## src/rtl/wishbone_ram_bridge_fsm_pkg.sv

```systemverilog
// ============================================================================
// Module : wishbone_ram_bridge_fsm_pkg
// Brief  : Shared FSM encodings, RAM strobe constants and read-latency limits
//          for the Wishbone-to-SRAM bridge (optional macro WB_RAM_BRIDGE_ERR_EN).
// Rev    : 1.0  initial release
// ============================================================================
`default_nettype none

package wishbone_ram_bridge_fsm_pkg;

    localparam logic [2:0] c_ST_IDLE  = 3'd0;
    localparam logic [2:0] c_ST_ISSUE = 3'd1;
    localparam logic [2:0] c_ST_WAIT  = 3'd2;
    localparam logic [2:0] c_ST_ACK   = 3'd3;
    localparam logic [2:0] c_ST_ERR   = 3'd4;

    typedef enum logic [2:0] {
        ST_IDLE  = c_ST_IDLE,
        ST_ISSUE = c_ST_ISSUE,
        ST_WAIT  = c_ST_WAIT,
        ST_ACK   = c_ST_ACK
`ifdef WB_RAM_BRIDGE_ERR_EN
        , ST_ERR = c_ST_ERR
`endif
    } bridge_state_t;

    localparam logic c_CHIP_ENABLE   = 1'b1;
    localparam logic c_CHIP_DISABLE  = 1'b0;
    localparam logic c_WRITE_ENABLE  = 1'b1;
    localparam logic c_WRITE_DISABLE = 1'b0;

    localparam int c_RD_LAT_MIN = 1;
    localparam int c_RD_LAT_MAX = 4;
    localparam int c_CNT_W      = $clog2(c_RD_LAT_MAX) + 1;

endpackage

`default_nettype wire

```

## src/rtl/wishbone_ram_bridge_fsm_if.sv

```systemverilog
// ============================================================================
// Module : wishbone_ram_bridge_fsm_if
// Brief  : Wishbone slave and SRAM master signal bundle for the bridge.
// Rev    : 1.0  initial release
// ============================================================================
`default_nettype none

interface wishbone_ram_bridge_fsm_if #(
    parameter int ADDR_WIDTH = 32,
    parameter int DATA_WIDTH = 32,
    parameter int SEL_WIDTH  = DATA_WIDTH / 8,
    parameter int RAM_AW     = 17
);
    logic                  wishbone_cyc_i;
    logic                  wishbone_stb_i;
    logic                  wishbone_we_i;
    logic [ADDR_WIDTH-1:0] wishbone_addr_i;
    logic [DATA_WIDTH-1:0] wishbone_data_i;
    logic [SEL_WIDTH-1:0]  wishbone_sel_i;
    logic [DATA_WIDTH-1:0] wishbone_data_o;
    logic                  wishbone_ack_o;
    logic                  wishbone_err_o;
    logic                  ram_ce_o;
    logic                  ram_we_o;
    logic [RAM_AW-1:0]     ram_addr_o;
    logic [DATA_WIDTH-1:0] ram_data_o;
    logic [SEL_WIDTH-1:0]  ram_sel_o;
    logic [DATA_WIDTH-1:0] ram_data_i;

    // Bridge view
    modport slave (
        input  wishbone_cyc_i, wishbone_stb_i, wishbone_we_i, wishbone_addr_i,
               wishbone_data_i, wishbone_sel_i, ram_data_i,
        output wishbone_data_o, wishbone_ack_o, wishbone_err_o,
               ram_ce_o, ram_we_o, ram_addr_o, ram_data_o, ram_sel_o
    );

    // Bus master plus RAM view
    modport master (
        output wishbone_cyc_i, wishbone_stb_i, wishbone_we_i, wishbone_addr_i,
               wishbone_data_i, wishbone_sel_i, ram_data_i,
        input  wishbone_data_o, wishbone_ack_o, wishbone_err_o,
               ram_ce_o, ram_we_o, ram_addr_o, ram_data_o, ram_sel_o
    );
endinterface

`default_nettype wire

```

## src/rtl/wb_ram_rdlat_cnt.sv

```systemverilog
// ============================================================================
// Module : wb_ram_rdlat_cnt
// Brief  : Loadable saturating down-counter with zero flag for read latency.
// Rev    : 1.0  initial release
// ============================================================================
`default_nettype none

module wb_ram_rdlat_cnt
    import wishbone_ram_bridge_fsm_pkg::*;
#(
    parameter int CNT_W = c_CNT_W
) (
    input  wire logic             clk,
    input  wire logic             rst,
    input  wire logic             i_load,
    input  wire logic [CNT_W-1:0] i_load_val,
    input  wire logic             i_dec,
    output logic                  o_done
);
    logic [CNT_W-1:0] r_count;

    always_ff @(posedge clk) begin
        if (rst) begin
            r_count <= '0;
        end else if (i_load) begin
            r_count <= i_load_val;
        end else if (i_dec && (r_count != '0)) begin
            r_count <= r_count - CNT_W'(1);
        end
    end

    assign o_done = (r_count == '0);
endmodule

`default_nettype wire

```

## src/rtl/wishbone_ram_bridge_fsm.sv

```systemverilog
// ============================================================================
// Module : wishbone_ram_bridge_fsm
// Brief  : Wishbone B3 classic slave to single-port SRAM bridge, one RAM strobe
//          per transfer; WB_RAM_BRIDGE_ERR_EN adds out-of-window error replies.
// Rev    : 1.0  initial release
// ============================================================================
`default_nettype none

module wishbone_ram_bridge_fsm
    import wishbone_ram_bridge_fsm_pkg::*;
#(
    parameter int                    ADDR_WIDTH = 32,
    parameter int                    DATA_WIDTH = 32,
    parameter int                    SEL_WIDTH  = DATA_WIDTH / 8,
    parameter int                    RAM_AW     = 17,
    parameter int                    RD_LATENCY = 1,
    parameter logic [ADDR_WIDTH-1:0] BASE_ADDR  = '0
) (
    input  wire logic                clk,
    input  wire logic                rst,
    wishbone_ram_bridge_fsm_if.slave bus,
    output logic                     busy_o
);
    localparam int c_LAT = (RD_LATENCY < c_RD_LAT_MIN) ? c_RD_LAT_MIN :
                           (RD_LATENCY > c_RD_LAT_MAX) ? c_RD_LAT_MAX : RD_LATENCY;
    localparam logic [c_CNT_W-1:0] c_LAT_LOAD = c_CNT_W'(c_LAT - 1);

    bridge_state_t         r_state, w_state_nxt;
    logic                  r_abort, w_abort_nxt;
    logic                  r_ack, w_ack_nxt;
    logic                  r_ram_ce, w_ram_ce_nxt;
    logic                  r_ram_we, w_ram_we_nxt;
    logic [SEL_WIDTH-1:0]  r_ram_sel, w_ram_sel_nxt;
    logic [RAM_AW-1:0]     r_ram_addr;
    logic [DATA_WIDTH-1:0] r_ram_data;
    logic [DATA_WIDTH-1:0] r_wb_data;
    logic                  r_busy;
    logic                  w_latch_req, w_capture, w_cnt_load, w_cnt_dec, w_cnt_done;
    logic                  w_req;
    logic                  w_unused;

    assign w_req    = bus.wishbone_cyc_i & bus.wishbone_stb_i;
    assign w_unused = ^{bus.wishbone_addr_i, BASE_ADDR};

`ifdef WB_RAM_BRIDGE_ERR_EN
    localparam int c_WIN_LSB = RAM_AW + 2;
    logic r_err, w_err_nxt;
    logic w_out_of_win;
    // Window is aligned to its size, so comparing the bits above it suffices
    assign w_out_of_win =
        (bus.wishbone_addr_i[ADDR_WIDTH-1:c_WIN_LSB] != BASE_ADDR[ADDR_WIDTH-1:c_WIN_LSB]) ||
        ((bus.wishbone_addr_i[1:0] != 2'b00) && (&bus.wishbone_sel_i));
`endif

    wb_ram_rdlat_cnt #(
        .CNT_W      (c_CNT_W)
    ) u_rdlat_cnt (
        .clk        (clk),
        .rst        (rst),
        .i_load     (w_cnt_load),
        .i_load_val (c_LAT_LOAD),
        .i_dec      (w_cnt_dec),
        .o_done     (w_cnt_done)
    );

    always_comb begin
        w_state_nxt   = r_state;
        w_abort_nxt   = r_abort;
        w_ack_nxt     = 1'b0;
        w_ram_ce_nxt  = c_CHIP_DISABLE;
        w_ram_we_nxt  = c_WRITE_DISABLE;
        w_ram_sel_nxt = '0;
        w_latch_req   = 1'b0;
        w_capture     = 1'b0;
        w_cnt_load    = 1'b0;
        w_cnt_dec     = 1'b0;
`ifdef WB_RAM_BRIDGE_ERR_EN
        w_err_nxt     = 1'b0;
`endif
        case (r_state)
            ST_IDLE: begin
                w_abort_nxt = 1'b0;
                if (w_req) begin
`ifdef WB_RAM_BRIDGE_ERR_EN
                    if (w_out_of_win) begin
                        w_state_nxt = ST_ERR;
                        w_err_nxt   = 1'b1;
                    end else
`endif
                    begin
                        w_state_nxt   = ST_ISSUE;
                        w_latch_req   = 1'b1;
                        w_ram_ce_nxt  = c_CHIP_ENABLE;
                        w_ram_we_nxt  = bus.wishbone_we_i ? c_WRITE_ENABLE : c_WRITE_DISABLE;
                        w_ram_sel_nxt = bus.wishbone_sel_i;
                    end
                end
            end
            ST_ISSUE: begin
                if (r_ram_we == c_WRITE_ENABLE) begin
                    // The write is already strobed; an abort only drops the ack
                    w_state_nxt = bus.wishbone_cyc_i ? ST_ACK : ST_IDLE;
                    w_ack_nxt   = bus.wishbone_cyc_i;
                end else begin
                    w_state_nxt = ST_WAIT;
                    w_cnt_load  = 1'b1;
                    w_abort_nxt = r_abort | ~bus.wishbone_cyc_i;
                end
            end
            ST_WAIT: begin
                if (w_cnt_done) begin
                    w_capture = 1'b1;
                    if (r_abort || !bus.wishbone_cyc_i) begin
                        w_state_nxt = ST_IDLE;
                    end else begin
                        w_state_nxt = ST_ACK;
                        w_ack_nxt   = 1'b1;
                    end
                end else begin
                    w_cnt_dec   = 1'b1;
                    w_abort_nxt = r_abort | ~bus.wishbone_cyc_i;
                end
            end
            ST_ACK: begin
                w_state_nxt = ST_IDLE;
            end
`ifdef WB_RAM_BRIDGE_ERR_EN
            ST_ERR: begin
                w_state_nxt = ST_IDLE;
            end
`endif
            default: begin
                w_state_nxt = ST_IDLE;
            end
        endcase
    end

    always_ff @(posedge clk) begin
        if (rst) begin
            r_state    <= ST_IDLE;
            r_abort    <= 1'b0;
            r_ack      <= 1'b0;
            r_ram_ce   <= c_CHIP_DISABLE;
            r_ram_we   <= c_WRITE_DISABLE;
            r_ram_sel  <= '0;
            r_ram_addr <= '0;
            r_ram_data <= '0;
            r_wb_data  <= '0;
            r_busy     <= 1'b0;
        end else begin
            r_state    <= w_state_nxt;
            r_abort    <= w_abort_nxt;
            r_ack      <= w_ack_nxt;
            r_ram_ce   <= w_ram_ce_nxt;
            r_ram_we   <= w_ram_we_nxt;
            r_ram_sel  <= w_ram_sel_nxt;
            r_busy     <= (w_state_nxt != ST_IDLE);
            if (w_latch_req) begin
                r_ram_addr <= bus.wishbone_addr_i[RAM_AW+1:2];
                r_ram_data <= bus.wishbone_data_i;
            end
            if (w_capture) begin
                r_wb_data <= bus.ram_data_i;
            end
        end
    end

`ifdef WB_RAM_BRIDGE_ERR_EN
    always_ff @(posedge clk) begin
        if (rst) begin
            r_err <= 1'b0;
        end else begin
            r_err <= w_err_nxt;
        end
    end
    assign bus.wishbone_err_o = r_err;
`else
    assign bus.wishbone_err_o = 1'b0;
`endif

    assign bus.wishbone_ack_o  = r_ack;
    assign bus.wishbone_data_o = r_wb_data;
    assign bus.ram_ce_o        = r_ram_ce;
    assign bus.ram_we_o        = r_ram_we;
    assign bus.ram_sel_o       = r_ram_sel;
    assign bus.ram_addr_o      = r_ram_addr;
    assign bus.ram_data_o      = r_ram_data;
    assign busy_o              = r_busy;
endmodule

`default_nettype wire

```

## src/flat_wrapper.sv

```systemverilog
// flat-port wrapper written by rule: the top's interface ports become plain ports
module wishbone_ram_bridge_fsm_flat import wishbone_ram_bridge_fsm_pkg::*;
#(
    parameter int                    ADDR_WIDTH = 32,
    parameter int                    DATA_WIDTH = 32,
    parameter int                    SEL_WIDTH  = DATA_WIDTH / 8,
    parameter int                    RAM_AW     = 17,
    parameter int                    RD_LATENCY = 1,
    parameter logic [ADDR_WIDTH-1:0] BASE_ADDR  = '0
)
  (clk, rst, busy_o, bus_wishbone_cyc_i, bus_wishbone_stb_i, bus_wishbone_we_i, bus_wishbone_addr_i, bus_wishbone_data_i, bus_wishbone_sel_i, bus_ram_data_i, bus_wishbone_data_o, bus_wishbone_ack_o, bus_wishbone_err_o, bus_ram_ce_o, bus_ram_we_o, bus_ram_addr_o, bus_ram_data_o, bus_ram_sel_o);
  wishbone_ram_bridge_fsm_if #(.ADDR_WIDTH(ADDR_WIDTH), .DATA_WIDTH(DATA_WIDTH), .SEL_WIDTH(SEL_WIDTH), .RAM_AW(RAM_AW)) bus_i ();
  input  wire logic clk;
  input  wire logic rst;
  output logic busy_o;
  input wire logic [$bits(bus_i.wishbone_cyc_i)-1:0] bus_wishbone_cyc_i;
  input wire logic [$bits(bus_i.wishbone_stb_i)-1:0] bus_wishbone_stb_i;
  input wire logic [$bits(bus_i.wishbone_we_i)-1:0] bus_wishbone_we_i;
  input wire logic [$bits(bus_i.wishbone_addr_i)-1:0] bus_wishbone_addr_i;
  input wire logic [$bits(bus_i.wishbone_data_i)-1:0] bus_wishbone_data_i;
  input wire logic [$bits(bus_i.wishbone_sel_i)-1:0] bus_wishbone_sel_i;
  input wire logic [$bits(bus_i.ram_data_i)-1:0] bus_ram_data_i;
  output wire logic [$bits(bus_i.wishbone_data_o)-1:0] bus_wishbone_data_o;
  output wire logic [$bits(bus_i.wishbone_ack_o)-1:0] bus_wishbone_ack_o;
  output wire logic [$bits(bus_i.wishbone_err_o)-1:0] bus_wishbone_err_o;
  output wire logic [$bits(bus_i.ram_ce_o)-1:0] bus_ram_ce_o;
  output wire logic [$bits(bus_i.ram_we_o)-1:0] bus_ram_we_o;
  output wire logic [$bits(bus_i.ram_addr_o)-1:0] bus_ram_addr_o;
  output wire logic [$bits(bus_i.ram_data_o)-1:0] bus_ram_data_o;
  output wire logic [$bits(bus_i.ram_sel_o)-1:0] bus_ram_sel_o;
  assign bus_i.wishbone_cyc_i = bus_wishbone_cyc_i;
  assign bus_i.wishbone_stb_i = bus_wishbone_stb_i;
  assign bus_i.wishbone_we_i = bus_wishbone_we_i;
  assign bus_i.wishbone_addr_i = bus_wishbone_addr_i;
  assign bus_i.wishbone_data_i = bus_wishbone_data_i;
  assign bus_i.wishbone_sel_i = bus_wishbone_sel_i;
  assign bus_i.ram_data_i = bus_ram_data_i;
  assign bus_wishbone_data_o = bus_i.wishbone_data_o;
  assign bus_wishbone_ack_o = bus_i.wishbone_ack_o;
  assign bus_wishbone_err_o = bus_i.wishbone_err_o;
  assign bus_ram_ce_o = bus_i.ram_ce_o;
  assign bus_ram_we_o = bus_i.ram_we_o;
  assign bus_ram_addr_o = bus_i.ram_addr_o;
  assign bus_ram_data_o = bus_i.ram_data_o;
  assign bus_ram_sel_o = bus_i.ram_sel_o;
  wishbone_ram_bridge_fsm #(.ADDR_WIDTH(ADDR_WIDTH), .DATA_WIDTH(DATA_WIDTH), .SEL_WIDTH(SEL_WIDTH), .RAM_AW(RAM_AW), .RD_LATENCY(RD_LATENCY), .BASE_ADDR(BASE_ADDR)) u_core (.clk(clk), .rst(rst), .bus(bus_i), .busy_o(busy_o));
endmodule
```

## config.mk

```make
export PLATFORM = sky130hd
export DESIGN_NAME = wishbone_ram_bridge_fsm_flat
export DESIGN_NICKNAME = d
export VERILOG_FILES = /design/src/rtl/wishbone_ram_bridge_fsm_pkg.sv /design/src/rtl/wishbone_ram_bridge_fsm_if.sv /design/src/rtl/wb_ram_rdlat_cnt.sv /design/src/rtl/wishbone_ram_bridge_fsm.sv /design/src/flat_wrapper.sv
export SDC_FILE = /design/constraint.sdc
export NUM_CORES = 1
export LEC_CHECK = 0
export CAP_MARGIN = 15
export CORE_AREA = 2 2 103 105
export CTS_CLUSTER_DIAMETER = 30
export CTS_CLUSTER_SIZE = 30
export DETAILED_ROUTE_END_ITERATION = 12
export DIE_AREA = 0 0 105 107
export PLACE_DENSITY_LB_ADDON = 0.1
export SKIP_LAST_GASP = 1
export SLEW_MARGIN = 20
export SYNTH_ARGS = -nofsm -noshare
export SYNTH_HDL_FRONTEND = slang
export SYNTH_SLANG_ARGS = --single-unit
```

## constraint.sdc

```tcl
create_clock -name clk -period 1.5 [get_ports clk]
set_input_delay 0.45 -clock clk [delete_from_list [all_inputs] [get_ports clk]]
set_output_delay 0.45 -clock clk [all_outputs]
set_load 0.01 [all_outputs]
```

==> results.py <==
metrics = {
    "pwr": {
        "p_leak_nw": 2.39,
        "vdd_ir_drop_max_uv": 422,
        "p_sw_share_pct": 24.1,
        "clkPwrFrac_pct": 32.0,
        "power.share.combinational_pct": 11.7,
        "p_per_area_mw_per_mm2": 821,
        "internal_power_mw": 3.54,
        "power_frac_seq_pct": 56.2,
        "power.total_mw": 4.66,
        "switchingPower_mw": 1.12,
    },
    "detailed_routing": {
        "wl_microns": 10100,
        "dr.pass1.iters": 4,
        "vias": 3375,
        "drt_iter0_drc": 84,
        "drcViolationCount": 0,
        "drt-wirelength-per-cell_microns": 13.5,
        "postRouteAntennaNets": 0,
        "routed_via_density": 4.49,
    },
    "flow_run": {
        "maxCapViolations": 0,
    },
    "timing": {
        "worst_pin_slew_ns": 0.539,
        "finalSetupTns_ns": -0.202,
        "period_minus_slack_ns": 1.59,
        "rsz0062_at_grt": "yes",
        "hold_viol": 0,
        "fin_ws_ns": -0.0919,
        "slew_viol_final": 0,
        "max_slew_margin_pct": 64.1,
        "finalCritPeriodShare_pct": 106,
        "fin_worst_skew_ns": 0.00814,
        "finalSetupViolCount": 8,
        "max_freq_ghz": 0.628,
    },
    "synthesis": {
        "muxShareOfSynthArea_pct": 0,
        "synth-compound-area-share_pct": 14.7,
        "yosys_warnings": 0,
        "postSynthAreaPerCell_sq_um": 8.03,
        "syn_area_sq_mm": 0.00335,
        "synth_cells": 417,
        "seq_area_frac_synth_pct": 57.4,
        "synth_top_family_by_area": "simple AND/OR/NAND/NOR gates",
        "synthAdderAreaFrac_pct": 0.748,
        "ys_types": 28,
        "synth-xor-area-share_pct": 0.262,
        "ys_seq_elements": 96,
        "yosys.area_share.simple_pct": 22.9,
    },
    "layout": {
        "final_cell_area_sq_mm": 0.00568,
        "nets": 717,
        "synthToLayoutAreaGrowth_pct": 69.8,
        "drive_gt1_share_pct": 11.7,
        "antennaDiodeCount": 0,
        "final_util_pct": 56.3,
        "layout.cells.non_filler": 751,
    },
    "floorplan": {
        "die_height_microns": 107,
        "die_w_microns": 105,
        "start_util_pct": 33.2,
        "fp-row-count": 37,
        "core_area_sq_mm": 0.0101,
        "die_area_sq_mm": 0.0112,
        "ioPinCount": 195,
    },
    "global_routing": {
        "grt_pass1_wl_microns": 15500,
        "grt.overflow.total": 0,
        "track_usage_pct": 17.2,
        "grt_max_degree": 48,
        "antenna_found_initial": 0,
        "grt_pass1_vias": 3256,
    },
    "setup_path": {
        "r2r_start": "u_core.r_state[1]",
        "crit_path_end_kind": "register",
        "worstReg2RegEnd": "u_core.busy_o",
        "rrSetupSlack_ns": -0.09,
        "cp.arrival_ns": 1.88,
        "crit_required_ns": 1.79,
        "worst-setup-path-type": "reg2reg",
        "reg2reg_depth": 4,
        "start_kind": "register",
        "worst-path-max-fanout": 3,
    },
    "clocking": {
        "clk_latency_ns": 0.35,
        "cts_hold_buf": 0,
        "clock-root-buffer": "clkbuf_8",
        "htree_levels": 3,
        "clock_path_buffers": 2,
        "cts_num_sinks": 96,
        "cts_tree": "done",
        "numCtsBuffers": 9,
        "clk_pin_slew_ns": 0.09,
    },
    "worst_hold_path": {
        "min_from": "rst",
        "min_path_type": "in2reg",
        "hold_path_end": "u_core.r_state[1]",
        "whs_path_depth": 4,
    },
    "placed_design": {
        "gp_congestion": 0.738,
        "portBuffers": 178,
        "dpl.hpwl_microns": 6940,
        "placed_cell_area_sq_mm": 0.00543,
        "dp_cells": 729,
    },
    "outcome": {
        "status": "complete, but fails checks",
        "violations": "setup timing",
    },
}
[worst max-delay path by stage]
stage,startpoint,end
floorplan,u_core.r_state[1],u_core.busy_o
global placement,bus_wishbone_cyc_i,u_core.busy_o
detailed placement,bus_wishbone_cyc_i,u_core.busy_o
CTS,u_core.u_rdlat_cnt.r_count[0],u_core.busy_o
global route,u_core.u_rdlat_cnt.r_count[0],u_core.busy_o
finish,u_core.r_state[1],u_core.busy_o
[flip-flops by register name (all words and copies together) (netlist names)]
| signal | count |
|---|---|
| u_core.bus.wishbone_data_o | 32 |
| u_core.bus.ram_we_o | 1 |
| u_core.bus.ram_sel_o | 4 |
| u_core.busy_o | 1 |
| u_core.bus.wishbone_ack_o | 1 |
| u_core.bus.ram_data_o | 32 |
| u_core.bus.ram_ce_o | 1 |
| u_core.bus.ram_addr_o | 17 |
| u_core.r_state | 3 |
| u_core.u_rdlat_cnt.r_count | 3 |
| u_core.r_abort | 1 |
[critical path, cell delays in order (launching register included)]
cell and delay (ns):
dfxtp_2 0.36, or3b_1 0.39, or3_4 0.40, a221oi_4 0.23, o21bai_1 0.14
[repair_timing]
item,4_1_cts,5_1_grt
pin swaps,2,1
resized for setup,94,23
cloned,0,4
setup buffers,1,1
endpoints found under the setup margin,123,74
[final cells by class]
class,instances,area [sq um]
Fill cell,1025,4410
Timing Repair Buffer,208,2010
Sequential cell,96,1930
Inverter,5,18.8
Clock buffer,12,135
Clock inverter,4,31.3
Tap cell,136,170
Multi-Input combinational cell,290,1390
[layout by cell type, fill, tap and decap left out, types with 2 or more instances in the layout]
cell type / netlist / routed
clkdlybuf4s50_1: 0 / 88
a31oi_1: 2 / 2
inv_2: 0 / 2
nor2_2: 0 / 2
clkinvlp_4: 0 / 3
clkbuf_8: 0 / 9
buf_6: 0 / 4
o21ai_0: 3 / 3
clkbuf_16: 0 / 3
clkdlybuf4s15_1: 0 / 5
dfxtp_1: 96 / 91
or2_2: 2 / 2
nor2_1: 8 / 5
and2_1: 6 / 6
a21oi_2: 0 / 6
nand2_1: 166 / 165
a21oi_1: 83 / 77
a211oi_1: 3 / 3
dfxtp_2: 0 / 5
buf_12: 0 / 3
clkbuf_1: 20 / 3
buf_4: 1 / 19
dlygate4sd2_1: 0 / 84
inv_1: 5 / 3
conb_1: 1 / 2
[synthesized netlist by cell type]
cell / instances / area, sq um
and2b_2: 1 / 8.76
or3_1: 2 / 12.5
xnor2_1: 1 / 8.76
a211oi_1: 3 / 22.5
dfxtp_1: 96 / 1920
and3_1: 1 / 6.26
nor3b_1: 1 / 7.51
or2b_2: 1 / 8.76
and2_1: 6 / 37.5
inv_1: 5 / 18.8
a31o_2: 1 / 8.76
buf_2: 5 / 25.0
clkbuf_1: 20 / 75.1
ha_1: 2 / 25.0
o21bai_1: 1 / 7.51
nor2b_1: 1 / 6.26
conb_1: 1 / 3.75
a21oi_1: 83 / 415
a221oi_1: 1 / 8.76
buf_4: 1 / 7.51
nand3_1: 1 / 5.00
o21ai_0: 3 / 15.0
a31oi_1: 2 / 12.5
buf_1: 1 / 3.75
or2_2: 2 / 12.5
nand2_1: 166 / 623
nor2_1: 8 / 30.0
or3b_1: 1 / 8.76
[metal layers]
layer	up-vias	part of all wire [%]	wire length, microns	global-route usage (%)
met5	-	0	0	0
met4	0	1.3	127	5.62
met3	11	9.2	935	8.02
met2	117	48	4900	28.9
met1	1520	41	4180	19.3
li1	1727	-	-	-
[per-stage QoR]
stage               worst slack, ns  hold slack (ns)
finish                      -0.0919            0.444
CTS                         -0.0790            0.430
global placement             -0.270            0.441
floorplan                   -0.0345            0.456
global route                 -0.152            0.423
detailed placement           -0.302            0.446
[power groups by stage]
stage | sequential [mW] | combinational, mW | clock [mW]
CTS | 2.62 | 0.518 | 1.57
global placement | 2.68 | 0.545 | 0
floorplan | 2.71 | 0.132 | 0
detailed placement | 2.68 | 0.549 | 0
global route | 2.63 | 0.595 | 1.66
finish | 2.62 | 0.547 | 1.49
[cells by family (layout without fill, tap and decap cells)]
kind of cell             after synthesis  after routing
flip-flops                            96             96
buffers and inverters                 32            229
XOR/XNOR                               1              1
AND/OR/NAND/NOR                      191            191
adder cells (fa/ha/maj)                2              2
AO/OA/AOI/OAI                         94             94
other                                  1              2
Note: power is estimated with default switching activity, not from simulation.
